## src/rtl/ahb_pkg.sv

```systemverilog
// ahb_pkg: shared AHB-Lite encodings and helpers for the response mux/decoder
package ahb_pkg;
  localparam logic [1:0] HTRANS_IDLE   = 2'b00;
  localparam logic [1:0] HTRANS_BUSY   = 2'b01;
  localparam logic [1:0] HTRANS_NONSEQ = 2'b10;
  localparam logic [1:0] HTRANS_SEQ    = 2'b11;
  localparam logic HRESP_OKAY  = 1'b0;
  localparam logic HRESP_ERROR = 1'b1;
  typedef enum logic [1:0] {DS_IDLE, DS_ERR1, DS_ERR2} ds_state_e;
  function automatic int idx_w(input int n);
    return (n > 1) ? $clog2(n) : 1;
  endfunction
endpackage

```

## src/rtl/ahb_default_slave.sv

```systemverilog
// ahb_default_slave: two-cycle ERROR responder with saturating error count and address capture
module ahb_default_slave
  import ahb_pkg::*;
#(
  parameter int AW    = 32,
  parameter int CNT_W = 8
)(
  input  logic             HCLK,
  input  logic             HRST_N,
  input  logic             accept,
  input  logic             err_req,
  input  logic [AW-1:0]    HADDR_i,
  output logic             ds_ready,
  output logic             ds_resp,
  output logic [CNT_W-1:0] err_cnt,
  output logic [AW-1:0]    err_addr
);
  ds_state_e state, state_nxt;
  logic start;
  always_comb begin
    start     = accept && err_req && state != DS_ERR1;
    state_nxt = start ? DS_ERR1 : (state == DS_ERR1) ? DS_ERR2 : DS_IDLE;
    ds_ready  = state != DS_ERR1;
    ds_resp   = (state == DS_IDLE) ? HRESP_OKAY : HRESP_ERROR;
  end
  always_ff @(posedge HCLK) begin
    if (!HRST_N) begin
      state    <= DS_IDLE;
      err_cnt  <= '0;
      err_addr <= '0;
    end else begin
      state <= state_nxt;
      if (start) begin
        err_cnt  <= (err_cnt == '1) ? err_cnt : err_cnt + 1'b1;
        err_addr <= HADDR_i;
      end
    end
  end
endmodule

```

## src/rtl/ahb_resp_mux_dec.sv

```systemverilog
// ahb_resp_mux_dec: AHB-Lite address decoder, data-phase response mux and default slave
module ahb_resp_mux_dec
  import ahb_pkg::*;
#(
  parameter int                    NUM_SLAVES  = 16,
  parameter int                    AW          = 32,
  parameter int                    DW          = 32,
  parameter int                    REGION_BITS = 4,
  parameter logic [NUM_SLAVES-1:0] SLAVE_EN    = '1,
  parameter int                    CNT_W       = 8
)(
  input  logic                           HCLK,
  input  logic                           HRST_N,
  input  logic [AW-1:0]                  HADDR_i,
  input  logic [1:0]                     HTRANS_i,
  output logic [NUM_SLAVES-1:0]          HSEL_o,
  input  logic [NUM_SLAVES-1:0]          HREADY_i,
  input  logic [NUM_SLAVES-1:0][DW-1:0]  HRDATA_i,
  input  logic [NUM_SLAVES-1:0]          HRESP_i,
  output logic [DW-1:0]                  HRDATA_o,
  output logic                           HREADY_o,
  output logic                           HRESP_o,
  output logic [CNT_W-1:0]               err_cnt_o,
  output logic [AW-1:0]                  err_addr_o
);
  localparam int IW = idx_w(NUM_SLAVES);
  localparam int NR = 2 ** REGION_BITS;
  logic [REGION_BITS-1:0] idx;
  logic [NR-1:0] map_tab;
  logic valid, mapped, err_req, dp_valid, dp_default, ds_ready, ds_resp;
  logic [IW-1:0] dp_sel;
  // unpopulated regions above NUM_SLAVES fall through to the default slave
  for (genvar g = 0; g < NR; g++) begin : g_map
    if (g < NUM_SLAVES) begin : g_on
      assign map_tab[g] = SLAVE_EN[g];
    end else begin : g_off
      assign map_tab[g] = 1'b0;
    end
  end
  always_comb begin
    idx      = HADDR_i[AW-1 -: REGION_BITS];
    valid    = HTRANS_i == HTRANS_NONSEQ || HTRANS_i == HTRANS_SEQ;
    mapped   = map_tab[idx];
    err_req  = valid && !mapped;
    HSEL_o   = (valid && mapped) ? NUM_SLAVES'(1) << idx : '0;
    HRDATA_o = (dp_valid && !dp_default) ? HRDATA_i[dp_sel] : '0;
    HREADY_o = !dp_valid ? 1'b1 : dp_default ? ds_ready : HREADY_i[dp_sel];
    HRESP_o  = !dp_valid ? HRESP_OKAY : dp_default ? ds_resp : HRESP_i[dp_sel];
  end
  always_ff @(posedge HCLK) begin
    if (!HRST_N) begin
      dp_valid   <= 1'b0;
      dp_sel     <= '0;
      dp_default <= 1'b0;
    end else if (HREADY_o) begin
      dp_valid   <= valid;
      dp_sel     <= idx[IW-1:0];
      dp_default <= err_req;
    end
  end
  ahb_default_slave #(.AW(AW), .CNT_W(CNT_W)) u_ds (
    .HCLK     (HCLK),
    .HRST_N   (HRST_N),
    .accept   (HREADY_o),
    .err_req  (err_req),
    .HADDR_i  (HADDR_i),
    .ds_ready (ds_ready),
    .ds_resp  (ds_resp),
    .err_cnt  (err_cnt_o),
    .err_addr (err_addr_o)
  );
endmodule

```

## config.mk

```make
export PLATFORM = sky130hd
export DESIGN_NAME = ahb_resp_mux_dec
export DESIGN_NICKNAME = d
export VERILOG_FILES = /design/src/rtl/ahb_pkg.sv /design/src/rtl/ahb_default_slave.sv /design/src/rtl/ahb_resp_mux_dec.sv
export SDC_FILE = /design/constraint.sdc
export NUM_CORES = 1
export LEC_CHECK = 0
export CAP_MARGIN = 15
export CORE_AREA = 8 8 257 259
export CTS_CLUSTER_SIZE = 40
export DETAILED_ROUTE_END_ITERATION = 8
export DIE_AREA = 0 0 265 267
export GPL_ROUTABILITY_DRIVEN = 0
export GPL_TIMING_DRIVEN = 0
export PLACE_DENSITY = 0.36
export SLEW_MARGIN = 10
export SYNTH_ARGS = -nofsm -noshare
export SYNTH_HDL_FRONTEND = slang
export SYNTH_SLANG_ARGS = --single-unit
```

## constraint.sdc

```tcl
create_clock -name HCLK -period 3.2 [get_ports HCLK]
set_input_delay 0.8 -clock HCLK [delete_from_list [all_inputs] [get_ports HCLK]]
set_output_delay 0.8 -clock HCLK [all_outputs]
set_load 0.01 [all_outputs]
```

* After elaboration in Yosys (flattened, before gate mapping)
Memory sizes are Yosys's and may differ from the RTL's.
Index checks and enable logic that the tools add are counted.
** Operators by class
- $add $sub $neg :: 1
- Multiply operators :: 0
- Div/mod/pow operators :: 0
- $lt $le $gt $ge :: 2
- Equal/unequal tests :: 5
- Shift operators :: 1
- Mux-type cells :: 16
- Bitwise operators :: 2
- Reduce and logical (&&, ||, !) cells :: 11
** Operators with widths (number)
- $bmux 32 s4 :: 1
- $mux 32 :: 2
- $mux 16 :: 1
- $shl 1x4->16 const A :: 1
- $lt 4x5->1 const B :: 2
- $mux 1 :: 9
- $add 8x1->8 const B :: 1
- $bmux 1 s4 :: 2
- $eq 8x8->1 const B :: 1
- $logic_and 1x1->1 :: 5
- $eq 2x2->1 const B :: 2
- $eq 2x1->1 const B :: 1
- $logic_not 1->1 :: 2
- $logic_not 2->1 :: 1
- $mux 2 :: 1
- $ne 2x1->1 const B :: 1
- $not 1->1 :: 2
- $reduce_and 2->1 :: 1
- $reduce_or 2->1 :: 1
- $logic_or 1x1->1 :: 1
** Word-level totals
- Bits in registers :: 48
- Bits in latches :: 0
- Bits in writable memories :: 0
- Memory bits (read-only) :: 16
- Bits of input ports :: 580
- Memories kept :: 1
** Memory list
- (no name shown) :: words 16, width 1, rd ports 1, clocked after memory_dff 0, wr ports 0, line ahb_resp_mux_dec.sv:43 : mapped = map_tab[idx];

* Longest topological paths before layout
Gate-level depths: netlist of run 1.
- Depth after elaboration :: 7
- Depth in mapped cells :: 7

* Cells and area by module
Synthesis of run 1 repeated with hierarchy kept, for this count alone.
** Second synthesis, totals
- Cells, all modules :: 492
- Area total of the unflattened synthesis :: 6169.7 µm²
** Modules (own cells, without submodules)
- ahb_resp_mux_dec :: instances 1, cells an instance 298, area an instance 4599.4 µm², seq. area each 100.1 µm²
- ahb_default_slave :: instances 1, cells an instance 194, area an instance 1570.3 µm², seq. area each 840.8 µm²

* Least setup slack after synthesis of run 1
OpenSTA, ideal clock, no wires.
- Kind :: flip-flop to output port
- From :: register dp_sel[2]
- To :: output port HRDATA_o[14]
- Arrival :: 1.980 ns
- Setup slack :: 0.420 ns
- Cell stages (with the launch flop) :: 6
- Path through :: dfxtp_1 > clkbuf_1 > clkbuf_1 > mux4_2 > mux4_2 > and2_1
** Between the ends
- Word-level cells in the longest chain between the ends :: 3
** Ends and longest elaborated chain
- start, declared :: line ahb_resp_mux_dec.sv:31 : logic [IW-1:0] dp_sel;
- start signal, assigned :: line ahb_resp_mux_dec.sv:57 : dp_sel <= idx[IW-1:0];
- $bmux 32 s4 :: line ahb_resp_mux_dec.sv:46 : HRDATA_o = (dp_valid && !dp_default) ? HRDATA_i[dp_sel] : '0;
- $mux 32 (not written as such) :: line ahb_resp_mux_dec.sv:46
- $mux 32 :: line ahb_resp_mux_dec.sv:46
- end, declared :: line ahb_resp_mux_dec.sv:20 : output logic [DW-1:0] HRDATA_o,
Every way passes these cells. The select of a mux whose other input is x is not followed.

* Final worst setup path of run 1
- From :: input port HRDATA_i[159] (netlist name)
- To :: output port HRDATA_o[31]
** Between the ends
- Word-level cells in the longest chain between the ends :: 3
** Ends and longest elaborated chain
- start, declared :: line ahb_resp_mux_dec.sv:18 : input logic [NUM_SLAVES-1:0][DW-1:0] HRDATA_i,
- $bmux 32 s4 :: line ahb_resp_mux_dec.sv:46
- $mux 32 (not written as such) :: line ahb_resp_mux_dec.sv:46
- $mux 32 :: line ahb_resp_mux_dec.sv:46
Every way passes these cells. The select of a mux whose other input is x is not followed.

==> results of run 1 <==
## where the power goes
group	internal, mW	switching [mW]
Sequential	0.0684	0.0110
Combinational	1.26	0.741
Clock	0.165	0.0390
Total	1.49	0.791
## layer usage
metal  global-route usage  share of wire  up-vias
met5                    0         0.0010        -
met3              0.03555          0.080       27
met2               0.2429           0.53      396
met4             0.008919         0.0091        8
met1               0.1436           0.38     3204
li1                     -              -     2787
## logic make-up after synthesis
| kind of cell | count (synthesis) | share of synthesized area |
|---|---|---|
| compound gates | 7 | 0.01073 |
| other cells | 1 | 0.0007654 |
| simple gates | 65 | 0.07252 |
| mux | 174 | 0.7847 |
| flops | 5 | 0.02043 |
| buf+inv | 86 | 0.1108 |
## repair_timing
action,CTS,global route
cloned,6,7
hold buffers,0,0
setup endpoints to repair,38,37
pin swaps,1,0
setup buffers,11,9
resized for setup,653,126
## placed cells by master (no fill, tap or decap), types with 5 or more instances in the layout
cell type	netlist	final
and2_1	34	6
and2_4	0	28
buf_12	0	10
buf_16	0	10
buf_2	2	9
buf_4	50	48
buf_6	4	38
buf_8	0	5
clkbuf_1	21	5
clkbuf_16	0	10
clkbuf_2	0	5
clkbuf_4	0	8
clkdlybuf4s50_1	0	118
conb_1	1	40
diode_2	0	5
dlygate4sd2_1	0	359
dlymetal6s2s_1	0	85
mux4_2	168	168
nand2_1	8	8
nor2_1	12	12
## final cells by class
type,instances,area share
Antenna cell,5,0.0009746
Buffer,83,0.06442
Clock buffer,4,0.006140
Inverter,2,0.0005847
Multi-Input combinational cell,286,0.3511
Sequential cell,5,0.008089
Tap cell,799,0.07787
Timing Repair Buffer,630,0.4908
## flip-flops by register name, indices dropped and copies added (netlist names)
register	flops
dp_valid	1
dp_sel	4
## worst paths after layout
kind                                from  slack [ps]                     end
hold / removal     dp_valid$_SDFFE_PN0P_         780  dp_sel[3]$_SDFFE_PN0P_
hold reg to reg    dp_valid$_SDFFE_PN0P_         780  dp_sel[3]$_SDFFE_PN0P_
setup reg to reg  dp_sel[0]$_SDFFE_PN0P_         870  dp_sel[0]$_SDFFE_PN0P_
setup / recovery           HRDATA_i[159]        -100            HRDATA_o[31]
## through the flow
step	cell area (um2)	power, mW	setup TNS, ps	hold slack, ps	setup WS [ps]
global route	12830	2.426	-2886	846.3	-147.4
global placement	12030	2.016	-41760	780.8	-1607
floorplan	5046	0.9114	0	545.8	420.3
finish	12840	2.282	-578.1	781.8	-98.50
CTS	12310	2.262	-1326	812.2	-182.2
detailed placement	12080	2.035	-41470	782.5	-1613
## worst register-to-register path, delay by kind of cell (launching register included)
family,cells,cell delay [ps]
mux,3,910
buf+inv,5,680
compound gates,1,230
flops,1,430
==> flow_summary.ini, run 1 <==
[grt]
grt_pass1_wl_um = 63060
grt_use_total = 0.1266
grt_max_degree = 11
overflow = 0
grt_pass1_vias = 7414
antenna_found_initial = 11

[logic_synthesis]
syn_inst = 338
synthTopCellsByCount = mux4_2 (168), buf_4 (50), and2_1 (34)
async_flop_share = 0
yosysMostFrequentCell = mux4_2
synth_cell_types = 26
synth_area_leaders = mux4_2 (77%), buf_4 (7.7%), and2_1 (4.3%), dfxtp_1 (2.0%), clkbuf_1 (1.6%)
synth_flop_cell = dfxtp_1
synth_edf_count = 0
synth_area_leader_cell = mux4_2
synth-seq-area-share = 0.02043
yosys.area.top_type_share = 0.7722
synth-seq-cells = 5
syn_avg_cell_area_um2 = 14.50
yosysWarnings = 0
netlist_area_um2 = 4900

[critical_path]
start_kind = input pin
end_kind = output pin
cp_data_arrival_time_ps = 2500
critPathMaxStageDelay_ps = 600
crit_family = multiplexers
slowest_stage = mux4_2
path_depth = 5
worstPathCellList = clkdlybuf4s15_2, mux4_2, mux4_2, and2_4, buf_6
crit_top_cell = mux4_2
critPathBufInv = 2
crit_path_max_fanout = 1
critical_path_class = input pin to output pin
crit_required_ps = 2400
worstRegToRegCells = 9

[place]
hpwl_um = 40840
dp.cells = 1777
io_buffer_count = 598

[timing]
setup_viol = 21
rsz0062_at_grt = true
slew_headroom = 0.2298
tightest_slew_ps = 1155
setup_ws_ps = -98.50
fmax_ghz = 0.3032
slew_viol_final = 0
skew_ps = 1.448
timing.final.crit_share = 1.031
final_hold_viol_count = 0
period_needed_ps = 3299

[status]
status = finished with violations
failed_checks = negative setup slack

[clock_network]
cts-htree-levels = 1
cts_sinks = 5
cts_buffers = 3
cts.path.max_buffers = 2
clockRootBuffer = clkbuf_16
clkTransAtPathRegs_ps = 30
tritoncts = yes
insertion_delay_ps = 230

[finish]
seq_area_um2 = 103.9
layout-drive-gt1-share = 0.3485
area.growth.synth_to_final_pct = 162.0
multiInputGateArea_um2 = 4508
post-route-util = 0.2065
finalNonFillerCells = 1814
fin_nets = 1591
n_fill_cell = 6891

[power]
total_leakage_power_nw = 5.825
max-vdd-ir-drop_mv = 0.1964
p_per_area_nw_per_um2 = 177.7

[min_path]
hold-path-cell-count = 2
hp-class = register to register

[floorplan]
die_area_um2 = 70760
coreArea_um2 = 62160
initial_core_util = 0.07882
io_pins = 670
fp.dieH_um = 267
row_count = 92
die_x_um = 265

[drt]
drt_iter0_drc = 235
antenna_left = 0
drc_errors = 0
drt_wl_total_um = 48920
vias_per_cell = 3.540
wire_per_inst_um = 26.97
vias = 6422
dr.pass1.iters = 4

[run]
cap_violations = 0
Power figures use the tool's default switching activity.
==> inputs of run 2 (changes only) <==
REMOVE_ABC_BUFFERS = 1   (was default)
==> run 2 against run 1 <==
Effect of this change: the flow still finishes with violations (negative setup slack); die area is the same; setup slack better by 86 ps; highest routed layer unchanged; via count fell by 4.7%; utilization decreased by 0.74 points; flip-flop and latch count did not move; clock skew increased by 1.0 ps; wire length is 15% lower; clock power hardly changed; cell count down 3.5%; maximum frequency is 2.7% higher; register-to-register slack improved by 110 ps; largest cell class unchanged.
==> flow_summary.ini, run 2 (synthesis gave the netlist of run 1 again) <==
[grt]
grt_pass1_wl_um = 55750
antenna_found_initial = 26
grt_pass1_vias = 7222
grt_use_total = 0.1080
overflow = 0
grt_max_degree = 55

[power]
max-vdd-ir-drop_mv = 0.09998
swShare = 0.3259
total_leakage_power_nw = 5.876
p_sw_mw = 0.6770
pwr-share-comb = 0.841
pwr-share-seq = 0.061
clkPwrFrac = 0.098
power.total_mw = 2.078
p_int_mw = 1.401
p_per_area_nw_per_um2 = 167.8

[drt]
wl_met1_um = 15760
drc_errors = 0
dr.max_layer_used = met5
drt_iter0_drc = 197
wire_per_inst_um = 23.69
wl_met2_um = 21560
dr.pass1.iters = 4
vias = 6119
drt_wl_total_um = 41470
antenna_left = 0
vias_per_cell = 3.495
wl_met3_um = 3743

[finish]
layout-drive-gt1-share = 0.3074
fin_nets = 1521
largest_reg_flops = 4
top_regs = dp_sel x4, dp_valid x1
top_register = dp_sel
layout_common_cells = dlygate4sd2_1 (364), mux4_2 (168), dlymetal6s2s_1 (129), clkdlybuf4s50_1 (69), conb_1 (40)
final_common_cell = dlygate4sd2_1
area.growth.synth_to_final_pct = 152.6

[critical_path]
cp_data_arrival_time_ps = 2410
critical_path_class = register to output pin
start_kind = register
crit_required_ps = 2400
end_kind = output pin
crit_path_max_fanout = 6

[timing]
period_needed_ps = 3212
fin_setup_tns_ps = -18.21
timing.final.crit_share = 1.004
fmax_ghz = 0.3113
final_hold_viol_count = 0
tightest_slew_ps = 797.1
rsz0062_at_grt = true
slew_viol_final = 0
skew_ps = 2.455
slew_headroom = 0.4686
setup_viol = 2
setup_ws_ps = -12.37

[place]
io_buffer_count = 600
hpwl_um = 34760
place_ws_ps = -794.5

[floorplan]
die_area_um2 = 70760
coreArea_um2 = 62160
io_pins = 670
fp.dieH_um = 267
initial_core_util = 0.07882
row_count = 92
die_x_um = 265

[clock_network]
tritoncts = yes
cts-htree-levels = 1
cts.path.max_buffers = 2
insertion_delay_ps = 230
cts_buffers = 3
clkTransAtPathRegs_ps = 30
cts_sinks = 5
clockRootBuffer = clkbuf_16

[run]
cap_violations = 0

[min_path]
hp-class = register to register

[status]
failed_checks = negative setup slack
status = finished with violations
run 2: cell count changes in the layout (fill, tap and decap cells not counted), moves of 4 or more:
cell / previous run / this run
buf_4: 48 / 13
diode_2: 5 / 12
clkbuf_2: 5 / 0
clkbuf_16: 10 / 6
buf_16: 10 / 14
dlymetal6s2s_1: 85 / 129
clkbuf_1: 5 / 1
clkbuf_8: 4 / 0
clkbuf_4: 8 / 0
dlygate4sd2_1: 359 / 364
dfxtp_1: 4 / 0
buf_6: 38 / 32
clkdlybuf4s50_1: 118 / 69
run 2: final cells by class:
cell class | count | area, um2
well taps | 799 | 999.7
flip-flops and latches | 5 | 116.4
repair buffers | 643 | 6653
multi-input cells | 286 | 4493
inverters | 2 | 7.507
clock buffers | 4 | 78.83
diodes | 12 | 30.03
fillers | 6938 | 49780
run 2: per-stage QoR:
step                hold slack (ps)  utilization  instance area (um2)  std cells
global placement               1480       0.1853                11520       1692
CTS                           672.9       0.1901                11820       1730
finish                        684.7       0.1991                12380       1751
global route                  749.4       0.1989                12370       1746
detailed placement            621.2       0.1887                11730       1700
floorplan                     739.1            -                 4511        293
run 2: metal layers:
metal	GRT usage	vias up
li1	-	2647
met1	0.1247	3030
met2	0.1994	390
met3	0.03657	34
met4	0.007581	18
met5	0	-
run 2: repair_timing:
action / CTS / global route
endpoints found under the setup margin: 38 / 41
gates resized for setup: 584 / 157
cloned: 7 / 3
pin swaps: 13 / 3
hold buffers: 0 / 0
buffers inserted: 19 / 7
run 2: path summary, 6_finish.rpt:
check | depth (start not counted) | slack (ps) | end | from
setup / recovery | 6 | -10 | HRDATA_o[3] | dp_sel[0]$_SDFFE_PN0P_
hold / removal | 2 | 680 | dp_sel[3]$_SDFFE_PN0P_ | dp_sel[3]$_SDFFE_PN0P_
setup reg to reg | 7 | 980 | dp_sel[0]$_SDFFE_PN0P_ | dp_sel[0]$_SDFFE_PN0P_
hold reg to reg | 2 | 680 | dp_sel[3]$_SDFFE_PN0P_ | dp_sel[3]$_SDFFE_PN0P_
run 2: worst max-delay path, cell delays in order, from the launching register on:
cell     delay [ps]
dfxtp_4         430
buf_16          170
buf_16          150
mux4_2          580
mux4_2          480
and2_4          200
buf_6           130
run 2: power by group through the flow:
| stage | clock network (mW) | registers, mW | logic, mW |
|---|---|---|---|
| detailed placement | 0 | 0.148 | 1.73 |
| floorplan | 0 | 0.202 | 0.744 |
| global route | 0.209 | 0.134 | 1.86 |
| CTS | 0.205 | 0.132 | 1.75 |
| global placement | 0 | 0.302 | 1.72 |
| finish | 0.204 | 0.127 | 1.75 |
==> edit (settings of run 1) <==
The 3 states of `ds_state_e` get a one-hot encoding in 3 bits.
--- a/src/rtl/ahb_pkg.sv
+++ b/src/rtl/ahb_pkg.sv
@@ -6,7 +6,7 @@
   localparam logic [1:0] HTRANS_SEQ    = 2'b11;
   localparam logic HRESP_OKAY  = 1'b0;
   localparam logic HRESP_ERROR = 1'b1;
-  typedef enum logic [1:0] {DS_IDLE, DS_ERR1, DS_ERR2} ds_state_e;
+  typedef enum logic [2:0] {DS_IDLE = 3'b001, DS_ERR1 = 3'b010, DS_ERR2 = 3'b100} ds_state_e;
   function automatic int idx_w(input int n);
     return (n > 1) ? $clog2(n) : 1;
   endfunction
Check against the original RTL: no difference found for any inputs over 10 cycles, from zero or initial values and one cycle with HRST_N low; not proved beyond that.
==> edit against run 1 <==
The run still ends with negative setup slack left. Largest cell class unchanged. Non-clock buffer count down 14. Highest routed layer unchanged. Global-route usage decreased by 0.33 points. Wire length is 2.1% lower. Synthesized area barely moved. Worst setup slack better by 0.083 ns. Fmax up 2.6%. Design area is 2.0% lower. Sequential cell count did not move. Sequential share of layout area is essentially flat. Synthesized cell count stayed put. Critical path type unchanged. Total power is 3.4% lower.
==> edit: results (changes against run 1) <==
initial core utilization=0.0788 (about the same); crit path DAT=2.42 ns (-0.08 ns); initial antenna violation count=26 (+15); max incr delay on CP=0.45 ns (-0.15 ns); sequential share of the synthesized area=0.0204 (about the same); Setup Skew=0.00117 ns (-0.000282 ns); Routed WL per cell=26.5 um (-1.9%); VDD IR-drop max=0.000126 V (-36%); multiplexer share of the synthesized area=0.785 (about the same); status=finished with violations; vias in the first global route=7252 (-2.2%); vias=6357 (-1.0%); failing checks=negative setup slack; Critical R2R Capture=dp_sel[2]; most common library cells after synthesis=168 x mux4_2, 50 x buf_4, 34 x and2_1; met1 Use GR=0.138 (-0.00530); R2R depth=8 (-1); hpwl dp=40800 um (-0.21%); layout cells sized above 1=0.339 (-0.00916); drt initial violations=196 (-17%); GRT Util Overall=0.123 (-0.00326); GRT met3 Usage=0.0394 (+0.00387); WHS=0.512 ns (-0.270 ns); IO buf count=597 (-0.17%); largest cells by area after synthesis=mux4_2 77%, buf_4 7.7%, and2_1 4.3%; Switching Fraction=0.353 (+0.00657); first-pass GRT wire length=61500 um (-2.4%); Reg2Reg Setup Slack=0.90 ns (+0.03 ns); compound-cell area share of the yosys netlist=0.0107 (about the same); Hold Crit Start=dp_sel[3]; Unique masters post-synth=27 (+3.8%); Setup Viol. Count Final=3 (-86%); Placed Area=0.0120 mm^2 (-0.28%); met2 Track Usage GR=0.235 (-0.00784); slack of the critical path=-0.0159 ns (+0.0826 ns)
-- edit: cell count changes after synthesis --
cell,before,now
clkbuf_1,21,22
buf_2,2,1
inv_2,0,1
inv_1,2,1
-- edit: cells by family after synthesis --
group	Yosys count
buf+inv	86
simple gates	65
mux	174
compound gates	7
flops	5
other cells	1
-- edit: routing by layer --
layer,up-vias,share of wire
li1,2770,-
met1,3209,0.38
met2,352,0.53
met3,18,0.084
met4,8,0.0054
met5,-,0.00098
-- edit: layout make-up --
type | count | area, um^2
Clock buffer | 3 | 75.1
Fill cell | 6967 | 49600
Tap cell | 799 | 1000
Clock inverter | 1 | 5.00
Buffer | 81 | 816
Timing Repair Buffer | 618 | 6020
Inverter | 2 | 7.51
Sequential cell | 5 | 105
Antenna cell | 15 | 37.5
Multi-Input combinational cell | 286 | 4510
-- edit: how the worst max path moves through the flow --
stage	startpoint	end	slack, ns	cells after the start
after floorplan	dp_sel[2]	HRDATA_o[14]	0.42	5
after global placement	dp_sel[2]	HRESP_o	-1.38	6
after detailed placement	dp_sel[2]	HRESP_o	-1.40	6
after CTS	HRESP_i[9]	HRESP_o	-0.14	5
after global routing	dp_sel[0]	HRDATA_o[5]	-0.06	7
final	HRDATA_i[5]	HRDATA_o[5]	-0.02	5
-- edit: power groups by stage --
stage                     Sequential, W  Clock [W]  Combinational, W
after floorplan               0.0000727          0          0.000847
final                         0.0000817   0.000208           0.00191
after global routing          0.0000834   0.000213           0.00204
after global placement        0.0000781          0           0.00194
after detailed placement      0.0000781          0           0.00195
after CTS                     0.0000821   0.000210           0.00192
-- edit: repair_timing --
item                                    CTS  global route
resized for setup                       733           106
hold buffers                              0             0
endpoints found under the setup margin   38            31
pin swaps                                 1             1
setup buffers                             8             3
cloned                                    2             6
-- edit: tightest hold or removal path, delay by kind of cell (launching register included) --
family	cells	cell delay, ns
AOI/OAI and AO/OA	1	0.06
DFF	1	0.32
and+or+nand+nor	1	0.07
-- edit: through the flow --
| stage | instances | power, W | setup WS [ns] | setup TNS, ns |
|---|---|---|---|---|
| 2_1_floorplan | 377 | 0.000919 | 0.420 | 0 |
| 3_3_place_gp | 1773 | 0.00202 | -1.38 | -41.40 |
| 3_5_place_dp | 1775 | 0.00203 | -1.40 | -39.98 |
| 4_1_cts | 1788 | 0.00221 | -0.144 | -0.899 |
| 5_1_grt | 1807 | 0.00234 | -0.0633 | -0.868 |
| 6_report | 1810 | 0.00220 | -0.0159 | -0.0329 |
